File: config.mk
export PLATFORM = sky130hd
export DESIGN_NAME = store_buffer_ctrl_flat
export DESIGN_NICKNAME = d
export VERILOG_FILES = /design/src/rtl/store_buffer_ctrl_if.sv /design/src/rtl/store_buffer_ctrl.sv /design/src/flat_wrapper.sv
export SDC_FILE = /design/constraint.sdc
export NUM_CORES = 1
export LEC_CHECK = 0
export BUFFER_PORTS_ARGS = -buffer_cell sky130_fd_sc_hd__clkbuf_2
export CORE_ASPECT_RATIO = 0.9
export CORE_MARGIN = 1
export CORE_UTILIZATION = 50
export DETAILED_ROUTE_END_ITERATION = 8
export PLACE_DENSITY = 0.75
export SYNTH_ARGS = -nofsm -noshare
export SYNTH_HDL_FRONTEND = slang
export SYNTH_SLANG_ARGS = --single-unit
File: constraint.sdc
create_clock -name clk_i -period 2.62 [get_ports clk_i]
set_input_delay 0.524 -clock clk_i [delete_from_list [all_inputs] [get_ports clk_i]]
set_output_delay 0.524 -clock clk_i [all_outputs]
set_load 0.01 [all_outputs]
File: src/rtl/store_buffer_ctrl_if.sv
// Bundle of store-pipeline, memory-write and load-hazard signals for store_buffer_ctrl.
// The slave modport is the buffer itself; the master modport is the pipeline/memory side.
interface store_buffer_ctrl_if;
    logic        st_valid_i;
    logic        st_ready_o;
    logic [31:0] st_addr_i;
    logic [31:0] st_wdata_i;
    logic [3:0]  st_wstrb_i;
    logic        mem_valid_o;
    logic        mem_ready_i;
    logic        mem_ack_i;
    logic [31:0] mem_addr_o;
    logic [31:0] mem_wdata_o;
    logic [3:0]  mem_wstrb_o;
    logic [31:0] ld_addr_i;
    logic        ld_hazard_o;
    logic        empty_o;

    modport slave (
        input  st_valid_i, st_addr_i, st_wdata_i, st_wstrb_i,
        input  mem_ready_i, mem_ack_i, ld_addr_i,
        output st_ready_o, mem_valid_o, mem_addr_o, mem_wdata_o, mem_wstrb_o,
        output ld_hazard_o, empty_o
    );

    modport master (
        output st_valid_i, st_addr_i, st_wdata_i, st_wstrb_i,
        output mem_ready_i, mem_ack_i, ld_addr_i,
        input  st_ready_o, mem_valid_o, mem_addr_o, mem_wdata_o, mem_wstrb_o,
        input  ld_hazard_o, empty_o
    );
endinterface

File: src/rtl/store_buffer_ctrl.sv
// Store buffer: circular FIFO of pending stores drained one write at a time to data memory.
// Define STBUF_LDHAZARD_EN for address-precise load hazards; otherwise any pending store stalls loads.
module store_buffer_ctrl #(
    parameter int DEPTH = 2
) (
    input logic                 clk_i,
    input logic                 rst_ni,
    store_buffer_ctrl_if.slave  bus
);
    localparam int PW = $clog2(DEPTH);
    localparam int CW = PW + 1;

    typedef logic [PW-1:0] ptr_t;
    typedef logic [CW-1:0] cnt_t;
    typedef enum logic [1:0] {IDLE, REQ, WAIT_ACK} state_t;

    logic [29:0] addr_q [DEPTH];
    logic [31:0] data_q [DEPTH];
    logic [3:0]  strb_q [DEPTH];

    ptr_t   wr_ptr, rd_ptr, sel;
    cnt_t   count;
    state_t state;
    logic   push, pop;

    logic        mem_valid_q;
    logic [31:0] mem_addr_q, mem_wdata_q;
    logic [3:0]  mem_wstrb_q;

    assign bus.st_ready_o = count < cnt_t'(DEPTH);
    // Zero-strobe stores complete the handshake but never occupy an entry.
    assign push = bus.st_valid_i && bus.st_ready_o && (|bus.st_wstrb_i);
    assign pop  = (state == WAIT_ACK) && bus.mem_ack_i;

    always_ff @(posedge clk_i or negedge rst_ni) begin
        if (!rst_ni) begin
            wr_ptr <= '0;
            rd_ptr <= '0;
            count  <= '0;
            for (int i = 0; i < DEPTH; i++) strb_q[i] <= '0;
        end else begin
            if (push) begin
                strb_q[wr_ptr] <= bus.st_wstrb_i;
                wr_ptr         <= wr_ptr + ptr_t'(1);
            end
            if (pop) rd_ptr <= rd_ptr + ptr_t'(1);
            case ({push, pop})
                2'b10:   count <= count + cnt_t'(1);
                2'b01:   count <= count - cnt_t'(1);
                default: count <= count;
            endcase
        end
    end

    // NOTE: address/data storage has no reset; occupancy comes from count, so stale contents are never used.
    always_ff @(posedge clk_i) begin
        if (push) begin
            addr_q[wr_ptr] <= bus.st_addr_i[31:2];
            data_q[wr_ptr] <= bus.st_wdata_i;
        end
    end

    // On ack the head is being popped, so the next request comes from the following entry.
    always_comb begin
        sel = rd_ptr;
        if (state == WAIT_ACK) sel = rd_ptr + ptr_t'(1);
    end

    always_ff @(posedge clk_i or negedge rst_ni) begin
        if (!rst_ni) begin
            state       <= IDLE;
            mem_valid_q <= 1'b0;
            mem_addr_q  <= '0;
            mem_wdata_q <= '0;
            mem_wstrb_q <= '0;
        end else begin
            case (state)
                IDLE: begin
                    if (count != '0) begin
                        state       <= REQ;
                        mem_valid_q <= 1'b1;
                        mem_addr_q  <= {addr_q[sel], 2'b00};
                        mem_wdata_q <= data_q[sel];
                        mem_wstrb_q <= strb_q[sel];
                    end
                end
                REQ: begin
                    if (bus.mem_ready_i) begin
                        state       <= WAIT_ACK;
                        mem_valid_q <= 1'b0;
                        mem_addr_q  <= '0;
                        mem_wdata_q <= '0;
                        mem_wstrb_q <= '0;
                    end
                end
                WAIT_ACK: begin
                    if (bus.mem_ack_i) begin
                        if (count != cnt_t'(1)) begin
                            state       <= REQ;
                            mem_valid_q <= 1'b1;
                            mem_addr_q  <= {addr_q[sel], 2'b00};
                            mem_wdata_q <= data_q[sel];
                            mem_wstrb_q <= strb_q[sel];
                        end else begin
                            state <= IDLE;
                        end
                    end
                end
                default: state <= IDLE;
            endcase
        end
    end

    assign bus.mem_valid_o = mem_valid_q;
    assign bus.mem_addr_o  = mem_addr_q;
    assign bus.mem_wdata_o = mem_wdata_q;
    assign bus.mem_wstrb_o = mem_wstrb_q;
    assign bus.empty_o     = (count == '0) && (state == IDLE);

`ifdef STBUF_LDHAZARD_EN
    ptr_t off;
    logic hazard;
    logic unused_addr_bits;

    // An entry is live while its distance from the read pointer is below count.
    always_comb begin
        hazard = 1'b0;
        off    = '0;
        for (int i = 0; i < DEPTH; i++) begin
            off = ptr_t'(i) - rd_ptr;
            if (({1'b0, off} < count) && (|strb_q[i]) && (addr_q[i] == bus.ld_addr_i[31:2]))
                hazard = 1'b1;
        end
    end

    assign bus.ld_hazard_o = hazard;
    assign unused_addr_bits = ^{bus.ld_addr_i[1:0], bus.st_addr_i[1:0]};
`else
    logic unused_addr_bits;

    assign bus.ld_hazard_o = !bus.empty_o;
    assign unused_addr_bits = ^{bus.ld_addr_i, bus.st_addr_i[1:0]};
`endif
endmodule
File: src/flat_wrapper.sv
// flat-port wrapper written by rule: the top's interface ports become plain ports
module store_buffer_ctrl_flat 
#(
    parameter int DEPTH = 2
)
  (clk_i, rst_ni, bus_st_valid_i, bus_st_addr_i, bus_st_wdata_i, bus_st_wstrb_i, bus_mem_ready_i, bus_mem_ack_i, bus_ld_addr_i, bus_st_ready_o, bus_mem_valid_o, bus_mem_addr_o, bus_mem_wdata_o, bus_mem_wstrb_o, bus_ld_hazard_o, bus_empty_o);
  store_buffer_ctrl_if bus_i ();
  input logic clk_i;
  input logic rst_ni;
  input wire logic [$bits(bus_i.st_valid_i)-1:0] bus_st_valid_i;
  input wire logic [$bits(bus_i.st_addr_i)-1:0] bus_st_addr_i;
  input wire logic [$bits(bus_i.st_wdata_i)-1:0] bus_st_wdata_i;
  input wire logic [$bits(bus_i.st_wstrb_i)-1:0] bus_st_wstrb_i;
  input wire logic [$bits(bus_i.mem_ready_i)-1:0] bus_mem_ready_i;
  input wire logic [$bits(bus_i.mem_ack_i)-1:0] bus_mem_ack_i;
  input wire logic [$bits(bus_i.ld_addr_i)-1:0] bus_ld_addr_i;
  output wire logic [$bits(bus_i.st_ready_o)-1:0] bus_st_ready_o;
  output wire logic [$bits(bus_i.mem_valid_o)-1:0] bus_mem_valid_o;
  output wire logic [$bits(bus_i.mem_addr_o)-1:0] bus_mem_addr_o;
  output wire logic [$bits(bus_i.mem_wdata_o)-1:0] bus_mem_wdata_o;
  output wire logic [$bits(bus_i.mem_wstrb_o)-1:0] bus_mem_wstrb_o;
  output wire logic [$bits(bus_i.ld_hazard_o)-1:0] bus_ld_hazard_o;
  output wire logic [$bits(bus_i.empty_o)-1:0] bus_empty_o;
  assign bus_i.st_valid_i = bus_st_valid_i;
  assign bus_i.st_addr_i = bus_st_addr_i;
  assign bus_i.st_wdata_i = bus_st_wdata_i;
  assign bus_i.st_wstrb_i = bus_st_wstrb_i;
  assign bus_i.mem_ready_i = bus_mem_ready_i;
  assign bus_i.mem_ack_i = bus_mem_ack_i;
  assign bus_i.ld_addr_i = bus_ld_addr_i;
  assign bus_st_ready_o = bus_i.st_ready_o;
  assign bus_mem_valid_o = bus_i.mem_valid_o;
  assign bus_mem_addr_o = bus_i.mem_addr_o;
  assign bus_mem_wdata_o = bus_i.mem_wdata_o;
  assign bus_mem_wstrb_o = bus_i.mem_wstrb_o;
  assign bus_ld_hazard_o = bus_i.ld_hazard_o;
  assign bus_empty_o = bus_i.empty_o;
  store_buffer_ctrl #(.DEPTH(DEPTH)) u_core (.clk_i(clk_i), .rst_ni(rst_ni), .bus(bus_i));
endmodule
## After elaboration in Yosys (flattened, before gate mapping)

Memory sizes are Yosys's and may differ from the RTL's.
Cells that the tools add are included.
Widths: inputs -> output; s select.

| word-level totals | value |
|---|---|
| output and inout port bits | 72 |
| input bits | 105 |
| bits in read-only memories | 0 |
| word-level logic and storage cells | 79 |
| register bits after elaboration | 83 |
| RAM bits | 124 |
| bits in latches | 0 |
| memories | 2 |

Memories:

| memory | depth | width | read ports | clocked after Yosys merged registers in | write ports | RTL line | RTL |
|---|---|---|---|---|---|---|---|
| u_core.data_q | 2 | 32 | 1 | 0 | 1 | store_buffer_ctrl.sv:18 | `logic [31:0] data_q [DEPTH];` |
| u_core.addr_q | 2 | 30 | 1 | 0 | 1 | store_buffer_ctrl.sv:17 | `logic [29:0] addr_q [DEPTH];` |

| cells by class | value |
|---|---|
| shifts and indexed selects | 0 |
| multiplexer cells | 34 |
| $add $sub $neg | 4 |
| magnitude comparators | 4 |
| div/mod/pow operators | 0 |
| reduce and logical (&&, ||, !) cells | 14 |
| equality and inequality tests | 9 |
| bitwise operators | 2 |
| $mul | 0 |

Operators with widths:

| cell | number |
|---|---|
| $mux 32 | 7 |
| $pmux 32 s3 | 2 |
| $mux 4 | 8 |
| $pmux 4 s3 | 1 |
| $bwmux 8 | 1 |
| $mux 1 | 8 |
| $mux 2 | 3 |
| $ne 2x2->1 const B | 3 |
| $pmux 2 s3 | 1 |
| $logic_and 1x1->1 | 5 |
| $reduce_and 5->1 | 1 |
| $demux 4 s1 | 1 |
| $eq 2x1->1 const B | 2 |
| $eq 2x2->1 const B | 2 |
| $ge 2x2->1 const B | 2 |
| $logic_not 2->1 | 2 |
| $ne 2x1->1 const B | 2 |
| $not 1->2 | 2 |
| $pmux 2 s2 | 1 |
| $reduce_bool 2->1 | 2 |
| $reduce_or 4->1 | 1 |
| $pmux 1 s3 | 1 |
| $reduce_and 3->1 | 1 |
| $reduce_bool 3->1 | 1 |
| 6 further kinds | 7 |

## Logic depth before layout (Yosys ltp)

Gate-level depths: netlist (run 1).

| depth | value |
|---|---|
| depth after elaboration | 9 |
| depth in mapped cells | 8 |
| gate-level depth less buffers | 6 |

## Worst setup path before layout (run 1)

No wires, ideal clock.

| timing | value |
|---|---|
| path type | input-to-reg |
| from | in bus_st_wstrb_i[1] |
| to | mem u_core.addr_q[1][0] (enable) |
| stages on the path | 4 |
| data arrival time | 2.091 ns |
| slack | -0.003 ns |
| required time | 2.088 ns |
| path buffers | 0 |
| library setup time | 0.532 ns |
| cells stage by stage | or4_1 and3_4 nand2_1 inv_1 |

| between the ends | value |
|---|---|
| longest elaborated chain between the ends | 4 |

RTL lines:

| element | RTL line | RTL |
|---|---|---|
| start: declaration | flat_wrapper.sv:13 | `input wire logic [$bits(bus_i.st_wstrb_i)-1:0] bus_st_wstrb_i;` |
| $reduce_or 4->1 | store_buffer_ctrl.sv:32 | `assign push = bus.st_valid_i && bus.st_ready_o && (\|bus.st_wstrb_i);` |
| $logic_and 1x1->1 | store_buffer_ctrl.sv:32 |  |
| $mux 1 | store_buffer_ctrl.sv:57 | `if (push) begin` |
| $mux 1 (implied by the code) | store_buffer_ctrl.sv:58 | `addr_q[wr_ptr] <= bus.st_addr_i[31:2];` |
| end: declaration | store_buffer_ctrl.sv:17 |  |

Every way passes these cells.

## Final worst setup path (run 1)

| timing | value |
|---|---|
| from | reg u_core.count[1] |
| to | reg u_core.mem_wdata_q[21] (netlist: u_core.bus.mem_wdata_o[21]) |

| between the ends | value |
|---|---|
| longest elaborated chain between the ends | 3 |
| elaborated cells between the ends (all ways) | 5 |
| classes of those cells | eq/ne: 3; reduce/logical: 2 |

RTL lines:

| element | RTL line | RTL |
|---|---|---|
| start: declaration | store_buffer_ctrl.sv:22 | `cnt_t count;` |
| start signal: assignment | store_buffer_ctrl.sv:48 | `2'b10: count <= count + cnt_t'(1);` |
| start signal: assignment | store_buffer_ctrl.sv:49 | `2'b01: count <= count - cnt_t'(1);` |
| start signal: assignment | store_buffer_ctrl.sv:50 | `default: count <= count;` |
| $ne 2x1->1 / $reduce_bool 2->1 (equally long branches) | store_buffer_ctrl.sv:98, store_buffer_ctrl.sv:79 |  |
| $ne 2x2->1 (no source line) / $ne 2x1->1 (equally long branches) | - |  |
| $reduce_and 5->1 (no source line) * | - |  |
| end signal: assignment | store_buffer_ctrl.sv:83 | `mem_wdata_q <= data_q[sel];` |
| end signal: assignment | store_buffer_ctrl.sv:102 | `mem_wdata_q <= data_q[sel];` |
| end: declaration | store_buffer_ctrl.sv:27 | `logic [31:0] mem_addr_q, mem_wdata_q;` |

Every way passes the cells marked *; elsewhere a longest branch is shown, timed or not.
A chain may end at the register's enable or synchronous reset.

==> results by group, run 1 <==
Clocking
  • Worst skew pair latency: 0.48 ns
  • Post-cts resize count: 0
  • Root Driver: clkbuf_16
  • Post-CTS setup buffer count: 0
  • H-tree Lvls: 1
  • Clk slew on worst S/H paths: 0.06 ns
  • Hold Buf Count CTS: 0
  • Num CTS Buffers: 20
  • Total clock sinks: 205
  • CTS tree: yes
  • CTS Buffer Depth: 3

Place
  • Post-placement cell count: 725
  • Routability cong.: 0.6961
  • Hpwl dp: 8310 um
  • Number of buffers added on ports: 140

Logic synthesis
  • Top-area cell type share of the netlist area: 0.4973
  • Post-Syn Area: 7487 sq um
  • Number of synthesized register bits: 205
  • Mapped Avg Cell Area: 18.58 sq um
  • Distinct cells, synth: 30
  • Mux cell area share after synthesis: 0.1023
  • Ys Warns: 0
  • Largest family of logic cells by synthesized area: multiplexers
  • Synthesized instance count: 403
  • Post-synthesis xor/xnor area fraction: 0.006852
  • Leading post-synthesis cells by cell area: edfxtp_1, dfrtp_1, mux2i_1
  • Synth Area in Adders: 0.005013
  • Sequential element share of the synthesized area: 0.7680
  • Largest area contributor in the netlist: edfxtp_1
  • Synth Area in Simple Gates: 0.01320
  • Complex-gate fraction of the synthesized area: 0.08272

GRT
  • Pin count of the biggest net entering global routing: 69
  • First-pass GRT wire length: 22360 um
  • Grt ovf: 0
  • Initial antenna violation count: 0
  • Number of global-route vias before repair: 4313
  • GRT Total Usage: 0.1890

Routing
  • DRT antenna net count: 0
  • Iteration-0 DRC Markers: 223
  • DRC: 0
  • Routed WL per cell: 18.58 um
  • Total Wirelength: 14140 um
  • Avg Vias per Cell: 5.368
  • Routed vias: 4085
  • First-pass DRT Iterations: 4

Worst setup path
  • Crit path buf inv count: 2
  • Crit-path max FO: 35
  • Worst Setup SP: u_core.count[1]
  • Data arrival time of the worst path: 2.52 ns
  • Critical Path RT: 3.01 ns
  • CP peak stage delay: 0.66 ns
  • Startpoint types: register
  • Slowest-stage cell, CP: and2_2
  • Crit-path leading delay family: simple AND/OR/NAND/NOR gates
  • Worst r2r src: u_core.count[1]
  • Crit Path Class: register to register
  • CP cell instances: inv_1 > ha_1 > nor3_1 > a31oi_4 > and2_2 > buf_12 > o2bb2ai_1
  • Endpoint type of the worst setup path: register

Floorplanning
  • Core ar.: 14660 sq um
  • Die Y-Extent: 118.1 um
  • Row Count: 42
  • I/O pins: 177
  • Chip Width: 131.0 um
  • Initial Utilization: 0.5107
  • Die ar.: 15470 sq um

Power
  • Leak: 3.847 nW
  • Clk pwr share: 0.250
  • Logic pwr share: 0.338
  • Cell-internal power: 0.008081 W
  • Power consumption: 0.01200 W
  • Power Density: 1312 nW/um^2
  • Sequential Power Share: 0.411
  • Peak VDD IR: 0.0006984 V
  • Switching power: 0.003921 W
  • Sw Ratio: 0.3267

Timing
  • Worst-Margin Slew: 0.8385 ns
  • Max-slew violations: 0
  • Final Cycle Share: 0.8151
  • Min Tclk post-route: 2.135 ns
  • Clock skew: 0.006677 ns
  • Relative slew slack: 0.4410
  • RSZ-0062 raised after global routing: false
  • Hold slack: 0.03059 ns
  • Post-Route Setup TNS: 0 ns
  • Fin. Hold Viols: 0
  • Peak Freq: 468.3 MHz
  • Setup Viol. Count Final: 0

Final layout
  • NumNets Final: 657
  • Register area: 5751 sq um
  • Commonest non-fill, non-tap cell in the layout: clkbuf_2
  • # diodes: 0
  • Most frequent cells in the layout: clkbuf_2, edfxtp_1, dfrtp_1, mux2i_1, o2bb2ai_1
  • Final cell count without fillers: 761
  • FILL cells: 1052
  • Layout cells sized above 1: 0.3446
  • Footprint of the multi-input gates: 1600 sq um
  • Area growth from synthesis to final layout: 22.19%

Outcome
  • Status: complete, no violations

Hold path
  • Type of the most critical hold path: input port to async pin

Flow run
  • Max cap viols: 0
synthesized netlist by cell type, drive strengths merged:
cell and count:
and2 2, o21ai 2, mux2i 66, or4 1, nor3 1, a21bo 1
buf 18, o2bb2ai 66, mux2 8, dfrtp 81, conb 1, xnor2 3
xor2 2, and3 1, nor2b 1, nand3b 1, clkbuf 6, and2b 1
nand2 4, inv 6, nor2 1, edfxtp 124, ha 3, nand2b 2
a31oi 1
area by class of cell:
cell class | instances | area share
Clock buffer | 30 | 0.06551
Clock inverter | 6 | 0.01162
Inverter | 6 | 0.002872
Multi-Input combinational cell | 169 | 0.1749
Sequential cell | 205 | 0.6286
Tap cell | 198 | 0.02708
Timing Repair Buffer | 147 | 0.08944
worst register-to-register path, stage by stage (launching register included):
cell and delay (ns):
dfrtp_1 0.38, inv_1 0.13, ha_1 0.19, nor3_1 0.07, a31oi_4 0.14, and2_2 0.66, buf_12 0.30, o2bb2ai_1 0.17
power by group through the flow:
stage / clock network (W) / logic (W) / registers (W)
after floorplan: 0 / 0.00263 / 0.00511
after global placement: 0 / 0.00404 / 0.00494
after detailed placement: 0 / 0.00416 / 0.00498
after CTS: 0.00308 / 0.00416 / 0.00494
after global routing: 0.00319 / 0.00444 / 0.00503
final: 0.00301 / 0.00406 / 0.00493
state kept, by name (all words and copies together) (netlist names), 2 cells and up:
| signal | flops |
|---|---|
| u_core.data_q | 64 |
| u_core.addr_q | 60 |
| u_core.bus.mem_wdata_o | 32 |
| u_core.bus.mem_addr_o | 30 |
| u_core.strb_q | 8 |
| u_core.bus.mem_wstrb_o | 4 |
| u_core.count | 2 |
| u_core.state | 2 |
routing by layer:
layer | track usage | wire, um | up-vias
met5 | 0 | 0 | -
met4 | 0.04382 | 196 | 0
met3 | 0.04773 | 968 | 16
met2 | 0.3128 | 6744 | 126
met1 | 0.2499 | 6226 | 2092
li1 | - | - | 1851
cells by family (layout without fill, tap and decap cells):
logic type / count (synthesis) / after routing
adders and majority gates: 3 / 3
xor gates and xnor gates: 5 / 5
AOI/OAI and AO/OA: 70 / 70
muxes: 74 / 74
and+or+nand+nor: 15 / 15
buffers and inverters: 30 / 189
other: 1 / 2
DFF: 205 / 205
worst paths after layout:
kind | to | slack, ns | depth (start not counted)
setup reg to reg | u_core.bus.mem_wdata_o[21] | 0.48 | 7
setup / recovery | u_core.bus.mem_wdata_o[21] | 0.48 | 7
hold reg to reg | u_core.bus.mem_addr_o[7] | 0.49 | 1
hold / removal | u_core.bus.mem_addr_o[26] | 0.03 | 1
max in group asynchronous | u_core.bus.mem_wstrb_o[2] | 1.91 | 2
min in group clk_i | u_core.addr_q[0][22] | 0.24 | 1
metrics by stage:
stage,setup slack [ns],cell area [sq um],util
2_1_floorplan,0.003061,7502,-
3_3_place_gp,0.3664,8443,0.5759
3_5_place_dp,0.3455,8443,0.5759
4_1_cts,0.4235,9149,0.6240
5_1_grt,0.3066,9149,0.6240
6_report,0.4846,9149,0.6240
Power figures use the tool's default switching activity.
==> inputs of run 2 (changes only) <==
- CORE_UTILIZATION: 50 -> 48
- clock period: 2.62 -> 1.9 ns (I/O delays scaled with it)
==> results by group, run 2 (synthesized netlist as in run 1, its figures left out) <==
Timing
  • Setup Viol. Count Final: 0 (unchanged)
  • Peak Freq: 558.1 MHz
  • Max-slew violations: 0 (unchanged)
  • Relative slew slack: 0.6600 (+0.2190)
  • Final Cycle Share: 0.9431
  • Min Tclk post-route: 1.792 ns
  • Final worst slack: 0.1081 ns (-0.3765 ns)
  • Clock skew: 0.007149 ns (+0.0004721 ns)
  • Worst-Margin Slew: 0.5100 ns (-0.3284 ns)
  • Fin. Hold Viols: 0 (unchanged)
  • Hold slack: 0.08382 ns (+0.05323 ns)
  • RSZ-0062 raised after global routing: false

Final layout
  • Number of flip-flops under the largest register name: 64 (unchanged)
  • Most frequent cells in the layout: clkbuf_2, edfxtp_1, dfrtp_1, mux2i_1, o2bb2ai_1
  • Commonest non-fill, non-tap cell in the layout: clkbuf_2
  • Post-layout util: 0.6210 (-0.003028)
  • NumNets Final: 666 (+1.4%)
  • Fin area: 9300 sq um (+1.7%)
  • Most flops, register: u_core.data_q
  • # diodes: 0 (unchanged)
  • Area growth from synthesis to final layout: 24.21%
  • Layout cells sized above 1: 0.3531 (+0.008564)

GRT
  • Initial antenna violation count: 0 (unchanged)
  • GRT Total Usage: 0.1894 (+0.0004831)
  • First-pass GRT wire length: 23510 um (+5.2%)
  • Number of global-route vias before repair: 4355 (+0.97%)
  • Pin count of the biggest net entering global routing: 69 (unchanged)
  • Grt ovf: 0 (unchanged)

Clocking
  • Post-CTS setup buffer count: 0 (unchanged)
  • Total clock sinks: 205 (unchanged)
  • Worst skew pair latency: 0.48 ns (about the same)
  • CTS tree: yes
  • Num CTS Buffers: 21 (+5.0%)
  • CTS Buffer Depth: 3 (unchanged)
  • H-tree Lvls: 1 (unchanged)
  • Clk slew on worst S/H paths: 0.06 ns (about the same)
  • Root Driver: clkbuf_16

Floorplanning
  • Die ar.: 16100 sq um (+4.1%)
  • I/O pins: 177 (unchanged)
  • Core ar.: 14980 sq um (+2.2%)
  • Row Count: 42 (unchanged)
  • Initial Utilization: 0.4999 (-0.01075)
  • Die Y-Extent: 120.5 um (+2.0%)
  • Chip Width: 133.7 um (+2.0%)

Power
  • Peak VDD IR: 0.0009641 V (+38%)
  • Power Density: 1836 nW/um^2 (+40%)
  • Leak: 3.925 nW (+2.0%)
  • Power consumption: 0.01707 W (+42%)

Routing
  • Routed vias: 4094 (+0.22%)
  • First-pass DRT Iterations: 5 (+1)
  • DRC: 0 (unchanged)
  • Avg Vias per Cell: 5.317 (-0.95%)
  • Routed WL per cell: 19.11 um (+2.9%)
  • Total Wirelength: 14710 um (+4.1%)
  • Iteration-0 DRC Markers: 294 (+32%)
  • DRT antenna net count: 0 (unchanged)

Hold path
  • Type of the most critical hold path: input port to register
  • HP Start: bus_st_wdata_i[20]

Place
  • Placement Cell Area: 8558 sq um (+1.4%)
  • Routability cong.: 0.7256 (+4.2%)
  • Hpwl dp: 9168 um (+10%)
  • Setup WS pre-CTS: -0.009921 ns (-0.3555 ns)
  • Number of buffers added on ports: 140 (unchanged)

Worst setup path
  • Critical Path RT: 1.52 ns (-1.49 ns)
  • Worst Setup SP: u_core.count[1]
  • Endpoint type of the worst setup path: primary output
  • Data arrival time of the worst path: 1.41 ns (-1.11 ns)
  • Crit-path max FO: 4 (-89%)
  • Worst r2r src: u_core.state[0]
  • Crit Path Class: register to primary output
  • Startpoint types: register

Outcome
  • Status: complete, no violations

Flow run
  • Max cap viols: 0 (unchanged)
run 2: cell types whose count changed in the layout (fill, tap and decap cells not counted):
cell,delta
clkinv_1,+4
clkbuf_1,-3
clkinvlp_4,-1
bufinv_16,+1
dlygate4sd3_1,+1
inv_2,+1
inv_1,-1
buf_4,+2
buf_12,+5
run 2: per-layer routing:
layer / global-route usage / routed length (um) / vias up
li1: - / - / 1871
met1: 0.2525 / 6372 / 2073
met2: 0.3151 / 7139 / 127
met3: 0.04696 / 926 / 23
met4: 0.04332 / 272 / 0
met5: 0 / 0 / -
run 2: power by group:
part | internal [W] | switching (W)
Clock | 0.00271 | 0.00157
Sequential | 0.00619 | 0.000633
Combinational | 0.00264 | 0.00334
Total | 0.0115 | 0.00554
run 2: final timing paths:
check	endpoint	slack, ns	depth (start not counted)
min	u_core.data_q[1][20]	0.08	1
max reg2reg	u_core.bus.mem_wdata_o[16]	0.18	5
max in group asynchronous	u_core.bus.mem_addr_o[24]	0.89	3
min in group asynchronous	u_core.bus.mem_addr_o[18]	0.41	2
max	bus_empty_o	0.11	5
min reg2reg	u_core.bus.mem_valid_o	0.48	1
run 2: per-stage QoR:
step	instances	setup TNS, ns
after floorplan	404	-33.66
after global placement	732	0
after detailed placement	732	-0.3913
after CTS	770	0
after global routing	770	0
final	770	0
run 2: repair_timing:
item	in CTS	in global routing
hold endpoints to repair	32	0
gates resized for setup	0	1
hold buffers	1	0
endpoints found under the setup margin	0	1
run 2: cell type report:
type / count / area, sq um
sequential: 205 / 5751
fill: 1085 / 5677
multi-input combinational: 169 / 1600
timing repair buffer: 155 / 943.4
clock buffer: 27 / 588.1
tap: 198 / 247.7
clock inverter: 10 / 143.9
inverter: 6 / 26.28
run 2: worst max-delay path: stages, from the launching register on:
cell and delay [ns]:
dfrtp_1 0.39, inv_2 0.09, ha_1 0.17, nand2_1 0.08, inv_1 0.06, clkbuf_2 0.14
==> inputs of run 3 (changes only) <==
- REMOVE_ABC_BUFFERS: not set -> 1
==> results by group, run 3 (synthesized netlist as in run 1, its figures left out) <==
Outcome
  • Status: complete, no violations

GRT
  • Grt ovf: 0 (unchanged)
  • First-pass GRT wire length: 22250 um (-5.4%)
  • GRT Total Usage: 0.1790 (-0.01045)
  • Number of global-route vias before repair: 4274 (-1.9%)
  • Pin count of the biggest net entering global routing: 69 (unchanged)
  • Initial antenna violation count: 0 (unchanged)

Worst setup path
  • R2r setup slk: 0.10 ns (-0.08 ns)
  • Data arrival time of the worst path: 1.43 ns (+0.02 ns)
  • CP peak stage delay: 0.37 ns (-0.02 ns)
  • Crit-path max FO: 4 (unchanged)
  • Worst r2r src: u_core.count[0]
  • Slowest-stage cell, CP: dfrtp_1
  • R2r endpoint: u_core.bus.mem_addr_o[17]
  • Critical Path RT: 1.52 ns (about the same)
  • Startpoint types: register
  • Crit Path Class: register to primary output
  • Depth of the worst register-to-register path: 7 (+2)
  • Top cell by count, worst path: inv_1
  • Endpoint type of the worst setup path: primary output
  • CP cell instances: inv_1 > ha_1 > nand2_1 > inv_1 > clkbuf_2

Timing
  • Min Tclk post-route: 1.812 ns (+0.01970 ns)
  • Fin. Hold Viols: 0 (unchanged)
  • Peak Freq: 552.0 MHz (-1.1%)
  • Final Cycle Share: 0.9535 (+0.01037)
  • Setup Viol. Count Final: 0 (unchanged)
  • Max-slew violations: 0 (unchanged)
  • Clock skew: 0.01671 ns (+0.009565 ns)
  • RSZ-0062 raised after global routing: true
  • Post-Route Setup TNS: 0 ns (unchanged)

Place
  • Hpwl dp: 8618 um (-6.0%)
  • Number of buffers added on ports: 140 (unchanged)
  • Post-placement cell count: 737 (+0.68%)
  • Placement Cell Area: 8584 sq um (+0.31%)
  • Routability cong.: 0.7663 (+5.6%)

Routing
  • Iteration-0 DRC Markers: 202 (-31%)
  • Routed vias: 4083 (-0.27%)
  • DRC: 0 (unchanged)
  • Avg Vias per Cell: 5.248 (-1.3%)
  • DRT antenna net count: 0 (unchanged)
  • First-pass DRT Iterations: 4 (-1)
  • Total Wirelength: 14160 um (-3.7%)
  • Routed WL per cell: 18.20 um (-4.7%)

Final layout
  • Final cell count without fillers: 778 (+1.0%)
  • NumNets Final: 672 (+0.90%)
  • Footprint of the multi-input gates: 1593 sq um (-0.47%)
  • Area growth from synthesis to final layout: 23.68%
  • # diodes: 0 (unchanged)
  • Register area: 5751 sq um (unchanged)
  • FILL cells: 1104 (+1.8%)
  • Number of flip-flops under the largest register name: 64 (unchanged)
  • Fin area: 9260 sq um (-0.43%)
  • Layout cells sized above 1: 0.3569 (+0.003750)
  • Commonest non-fill, non-tap cell in the layout: clkbuf_2
  • Most flops, register: u_core.data_q
  • Most frequent cells in the layout: clkbuf_2, edfxtp_1, dfrtp_1, mux2i_1, o2bb2ai_1

Clocking
  • CTS tree: yes
  • Worst skew pair latency: 0.49 ns (about the same)
  • CTS Buffer Depth: 3 (unchanged)
  • Total clock sinks: 205 (unchanged)
  • Post-CTS setup buffer count: 0 (unchanged)
  • Clk slew on worst S/H paths: 0.06 ns (about the same)
  • Root Driver: clkbuf_16
  • Num CTS Buffers: 22 (+4.8%)
  • H-tree Lvls: 1 (unchanged)

Floorplanning
  • Row Count: 42 (unchanged)
  • Initial Utilization: 0.4999 (unchanged)
  • Die ar.: 16100 sq um (unchanged)
  • I/O pins: 177 (unchanged)
  • Chip Width: 133.7 um (unchanged)
  • Core ar.: 14980 sq um (unchanged)
  • Die Y-Extent: 120.5 um (unchanged)

Hold path
  • Type of the most critical hold path: input port to register
  • Worst hold path cell count: 1 (unchanged)
  • HP Start: bus_st_wdata_i[26]
  • Hold Path Sink: u_core.data_q[0][26]

Flow run
  • Max cap viols: 0 (unchanged)

Power
  • Peak VDD IR: 0.001687 V (+75%)
  • Power Density: 1783 nW/um^2 (-2.9%)
  • Leak: 3.918 nW (-0.16%)
  • Power consumption: 0.01651 W (-3.3%)
==> run 3: metal layers <==
layer  track usage  vias up  wire length [um]
li1              -     1881                 -
met1        0.2364     2037              6156
met2        0.2894      141              6711
met3       0.05031       24              1048
met4       0.05469        0               244
met5             0        -                 0
==> run 3: worst max-delay path by stage <==
| stage | cells past startpoint | end | slack [ns] | start |
|---|---|---|---|---|
| after CTS | 5 | bus_empty_o | 0.07 | u_core.count[1] |
| after global routing | 7 | u_core.bus.mem_addr_o[17] | -0.008 | u_core.count[0] |
| final | 5 | bus_empty_o | 0.09 | u_core.count[1] |
| after floorplan | 4 | u_core.bus.mem_addr_o[10] | -2.03 | u_core.state[0] |
| after detailed placement | 6 | u_core.strb_q[0] | -0.05 | bus_st_wstrb_i[1] |
| after global placement | 6 | u_core.strb_q[1] | 0.007 | bus_st_wstrb_i[1] |
==> run 3: repair_timing <==
item,CTS,global route
hold endpoints to repair,26,0
setup endpoints to repair,0,4
hold buffers,1,0
resized for setup,0,0
==> run 3: worst max-delay path, delay by kind of cell (launching register included) <==
kind	cells	cell delay [ns]
and+or+nand+nor	1	0.08
DFF	1	0.37
buffers and inverters	3	0.30
adders and majority gates	1	0.20
==> run 3: area by class of cell <==
cell class,instances,area share
inverters,6,0.002432
multi-input cells,169,0.1720
clock buffers,28,0.06526
flip-flops and latches,205,0.6210
clock inverters,12,0.006621
repair buffers,160,0.1059
well taps,198,0.02675
==> run 3: report_power, final <==
group	switching (W)	internal, W
registers	0.000611	0.00618
clock network	0.00163	0.00225
logic	0.00328	0.00256
==> run 3: stage by stage <==
step,setup slack [ns],hold slack [ns],util
4_1_cts,0.06953,0.05879,0.6183
5_1_grt,-0.007993,0.06131,0.6183
6_report,0.08838,0.07328,0.6183
3_3_place_gp,0.007400,0.3153,0.5732
2_1_floorplan,-2.025,0.08441,-
3_5_place_dp,-0.05383,0.3217,0.5732
